--- src/rtl/mult_div_pkg.sv ---
// Shared types and sizing constants for the mult_div unit.
package mult_div_pkg;

    localparam int unsigned OP_W   = 32;
    localparam int unsigned PROD_W = 64;
    localparam int unsigned ITERS  = 32;
    localparam int unsigned CNT_W  = 6;

    typedef enum logic [1:0] {
        IDLE = 2'd0,
        RUN  = 2'd1,
        DONE = 2'd2
    } state_e;

endpackage

--- src/rtl/add32.sv ---
// 32-bit ripple-carry adder used as the multiplier datapath adder.
module add32
    import mult_div_pkg::*;
(
    input  logic [OP_W-1:0] a,
    input  logic [OP_W-1:0] b,
    input  logic            cin,
    output logic [OP_W-1:0] sum,
    output logic            cout
);

    always_comb begin
        logic c;
        c   = cin;
        sum = '0;
        for (int i = 0; i < int'(OP_W); i++) begin
            sum[i] = a[i] ^ b[i] ^ c;
            c      = (a[i] & b[i]) | (c & (a[i] ^ b[i]));
        end
        cout = c;
    end

endmodule

--- src/rtl/mult32_seq.sv ---
// Sequential unsigned 32x32->64 shift-add multiplier, one add/shift per clock.
module mult32_seq
    import mult_div_pkg::*;
#(
    parameter bit ZERO_SKIP = 1'b0
) (
    input  logic              clk,
    input  logic              reset,
    input  logic              start,
    input  logic [OP_W-1:0]   a,
    input  logic [OP_W-1:0]   b,
    output logic              busy,
    output logic              done,
    output logic [PROD_W-1:0] product
);

    state_e              state_q, state_d;
    logic [OP_W-1:0]     a_q, a_d;
    logic [PROD_W-1:0]   p_q, p_d;
    logic [PROD_W-1:0]   product_q, product_d;
    logic [CNT_W-1:0]    cnt_q, cnt_d;
    logic                busy_q, busy_d;
    logic                done_q, done_d;
    logic [OP_W-1:0]     add_sum;
    logic                add_cout;
    logic [PROD_W-1:0]   p_step;
    logic                zero_hit;

    add32 u_add32 (
        .a    (p_q[PROD_W-1:OP_W]),
        .b    (a_q),
        .cin  (1'b0),
        .sum  (add_sum),
        .cout (add_cout)
    );

    // One shift-add step: add the multiplicand into the high word when the LSB is set.
    always_comb begin
        if (p_q[0]) begin
            p_step = {add_cout, add_sum, p_q[OP_W-1:1]};
        end else begin
            p_step = {1'b0, p_q[PROD_W-1:OP_W], p_q[OP_W-1:1]};
        end
    end

    // Zero skip applies only from IDLE so that done never stays high for two cycles.
    assign zero_hit = ZERO_SKIP && (state_q == IDLE) &&
                      ((a == OP_W'(0)) || (b == OP_W'(0)));

    always_comb begin
        state_d   = state_q;
        a_d       = a_q;
        p_d       = p_q;
        product_d = product_q;
        cnt_d     = cnt_q;
        case (state_q)
            IDLE, DONE: begin
                if (start) begin
                    a_d   = a;
                    cnt_d = CNT_W'(0);
                    if (zero_hit) begin
                        p_d       = PROD_W'(0);
                        product_d = PROD_W'(0);
                        state_d   = DONE;
                    end else begin
                        p_d     = {OP_W'(0), b};
                        state_d = RUN;
                    end
                end else if (state_q == DONE) begin
                    state_d = IDLE;
                end
            end
            RUN: begin
                p_d   = p_step;
                cnt_d = cnt_q + CNT_W'(1);
                if (cnt_q == CNT_W'(ITERS - 1)) begin
                    product_d = p_step;
                    state_d   = DONE;
                end
            end
            default: state_d = IDLE;
        endcase
        busy_d = (state_d == RUN);
        done_d = (state_d == DONE);
    end

    always_ff @(posedge clk) begin
        if (reset) begin
            state_q   <= IDLE;
            a_q       <= '0;
            p_q       <= '0;
            product_q <= '0;
            cnt_q     <= '0;
            busy_q    <= 1'b0;
            done_q    <= 1'b0;
        end else begin
            state_q   <= state_d;
            a_q       <= a_d;
            p_q       <= p_d;
            product_q <= product_d;
            cnt_q     <= cnt_d;
            busy_q    <= busy_d;
            done_q    <= done_d;
        end
    end

    assign busy    = busy_q;
    assign done    = done_q;
    assign product = product_q;

endmodule

--- config.mk ---
export PLATFORM = sky130hd
export DESIGN_NAME = mult32_seq
export DESIGN_NICKNAME = d
export VERILOG_FILES = /design/src/rtl/mult_div_pkg.sv /design/src/rtl/add32.sv /design/src/rtl/mult32_seq.sv
export SDC_FILE = /design/constraint.sdc
export NUM_CORES = 1
export LEC_CHECK = 0
export ABC_AREA = 0
export ABC_CLOCK_PERIOD_IN_PS = 14700
export CAP_MARGIN = 20
export CORE_MARGIN = 8
export CORE_UTILIZATION = 40
export CTS_CLUSTER_DIAMETER = 200
export DETAILED_ROUTE_END_ITERATION = 6
export GPL_TIMING_DRIVEN = 1
export PLACE_DENSITY = 0.64
export SLEW_MARGIN = 20
export SYNTH_ARGS = -nofsm -noshare
export SYNTH_HDL_FRONTEND = slang
export SYNTH_HIERARCHICAL = 1
export SYNTH_SLANG_ARGS = --single-unit
--- constraint.sdc ---
create_clock -name clk -period 14.7 [get_ports clk]
set_input_delay 1.47 -clock clk [delete_from_list [all_inputs] [get_ports clk]]
set_output_delay 1.47 -clock clk [all_outputs]
set_load 0.03 [all_outputs]
==> impl_metrics.tcl <==
set metrics [dict create \
    status "finished, final reports clean" \
    post-dp-hpwl_mm 11.9 \
    fin_skew_ns 0.0124 \
    setup_viol 0 \
    drv_cap 0 \
    clk_latency_ns 0.43 \
    worstSetupEndpointType "flip-flop" \
    syn-instance-count 841 \
    wl_per_cell_microns 15.9 \
    critical_path.top_delay_family "adder cells" \
    hold_ws_ns 0.464 \
    area_delta_synth_final_pct 26.0 \
    max_freq_mhz 74.7 \
    final_net_count 1022 \
    mostFrequentLayoutCells "dfxtp_1, clkdlybuf4s50_1, a21oi_1, nand2_1, nand2b_1" \
    cts_tree "done" \
    dr.first_iter.drc_count 300 \
    cp.buffers_inverters 4 \
    overflow 0 \
    worstPathRequired_ns 15.05 \
    grt_pass1_vias 6164 \
    cp.arrival_ns 13.73 \
    antenna_found_initial 0 \
    irDropWorstVdd_uv 79.2 \
    leakage_uw 0.00345 \
    ant_nets 0 \
    path_common_cell "fa_1" \
    grt_pass1_wl_mm 32.3 \
    power_uw 1050 \
    synth-seq-cells 170 \
    post_cts_resized 0 \
    firstDrtPassIters 4 \
    num_rows 51 \
    avgViaCountPerCell 5.12 \
    cts_max_path_buffers 2 \
    slowest_stage "fa_1" \
    path_max_fanout 3 \
    final_util_pct 50.9 \
    core_sq_um 19300 \
    drive_gt1_share_pct 8.88 \
    die_y_microns 156 \
    cts_sinks 170 \
    powerDensity_nw_per_um2 106 \
    crit_path_max_incr_delay_ns 0.44 \
    die-area_sq_um 24200 \
    drc 0 \
    start_util_pct 40.4 \
    ys_seq_area_share_pct 43.6 \
    worst_pin_slew_ns 0.981 \
    ys.warnings.count 6 \
    setup_tns_ns 0 \
    diodes 0 \
    avgSynthCellArea_sq_um 9.28 \
    startpoint_type "flip-flop" \
    finalWorstSetupSlack_ns 1.32 \
    die-width_microns 156 \
    period_needed_ns 13.38 \
    syn_nets 941 \
    place.gp.congestion 0.750 \
    yosysUniqueCellTypes 32 \
    dr_total_vias 6149 \
    io_pins 133 \
    htreeDepth 4 \
    final_common_cell "dfxtp_1" \
    numPortBuffers 132 \
    wl_mm 19.1 \
    grt_start_max_net_pins 160 \
    cts_hold_buffers 0 \
    worstSetupPathType "flip-flop to flip-flop" \
    cts_setup_buffers 0 \
    cts.root.buffer_cell "clkbuf_16" \
    grt_usage_pct 16.4 \
    path_clk_slew_ns 0.07 \
    relSlewSlack_pct 34.4 \
    numCtsBuffers 17 \
    maxSlewViolCount 0 \
    syn_area_sq_um 7810 \
    min_path_type "flip-flop to flip-flop" \
    hold_viol_final 0 \
    min_period_over_period_pct 91.0 \
    rsz0062_at_grt "false" \
    place_ws_ns 1.31 \
]
==> sequential cells by signal, summed over array words and instances, names as in the netlist <==
register  count
busy          1
product      64
done          1
a_q          32
p_q          64
state_q       2
cnt_q         6
==> report_power, final <==
group | switching (uW) | total, uW | internal, uW | leakage, uW
Clock | 197 | 473 | 276 | 0.000303
Combinational | 46.1 | 86.7 | 40.5 | 0.00177
Sequential | 13.0 | 486 | 473 | 0.00138
Total | 256 | 1050 | 790 | 0.00345
==> worst paths after layout <==
path,startpoint,endpoint,slack [ns],depth (start not counted)
max reg2reg,p_q[32],p_q[62],1.32,39
max,p_q[32],p_q[62],1.32,39
min reg2reg,product[44],product[44],0.46,2
min,product[44],product[44],0.46,2
==> layer usage <==
metal | GRT usage, % | wire (microns) | vias up
met4 | 3.93 | 73 | 0
met1 | 21.2 | 8830 | 2957
li1 | - | - | 3050
met5 | 0 | 0 | -
met2 | 25.5 | 8790 | 137
met3 | 6.20 | 1370 | 5
==> Yosys cell counts <==
master    instances  area (sq um)
clkbuf_1         36           135
nand4_1           2          12.5
nor2b_1           2          12.5
o21ai_1           5          25.0
dfxtp_1         170          3400
nand2_1          97           364
a22oi_1          32           240
inv_1            10          37.5
nor3b_1           2          15.0
nor3_4            1          16.3
buf_1            10          37.5
nand3b_1          1          7.51
clkbuf_2          3          15.0
buf_6             2          22.5
nand2b_1         99           619
or3_1             1          6.26
a211oi_1          1          7.51
mux2_2           35           394
nand3_1          70           350
o21ai_0          28           140
nor2_1            4          15.0
mux2i_1          32           320
fa_1             32           641
nand4b_1         32           280
a21oi_1         101           505
and3_1            2          12.5
conb_1            1          3.75
buf_2            26           130
ha_1              1          12.5
buf_4             1          7.51
a31oi_1           1          6.26
nor4bb_1          1          10.0
==> area by class of cell <==
type / instances / area (sq um)
Clock buffer: 18 / 439
Fill cell: 1821 / 9500
Sequential cell: 170 / 3400
Tap cell: 265 / 332
Clock inverter: 14 / 181
Inverter: 10 / 37.5
Multi-Input combinational cell: 583 / 4060
Timing Repair Buffer: 140 / 1380
==> stage by stage <==
step                area [sq um]  cells
global placement            9210   1168
floorplan                   7810    841
finish                      9830   1200
detailed placement          9210   1168
CTS                         9830   1200
global route                9830   1200
==> worst min-delay path, delay by kind of cell (launching register included) <==
family	cells	cell delay, ns
DFF	1	0.31
and+or+nand+nor	1	0.06
AOI/OAI and AO/OA	1	0.05
==> logic make-up (layout without fill, tap and decap cells) <==
logic type,Yosys count,count (layout),synth area share (%)
flip-flops,170,170,43.6
adder cells (fa/ha/maj),33,33,8.37
AND/OR/NAND/NOR,314,314,22.1
AO/OA/AOI/OAI,168,168,11.8
multiplexers,67,67,9.15
buffers and inverters,88,182,4.94
other,1,1,0.0480
(Power assumes the default switching activity.)
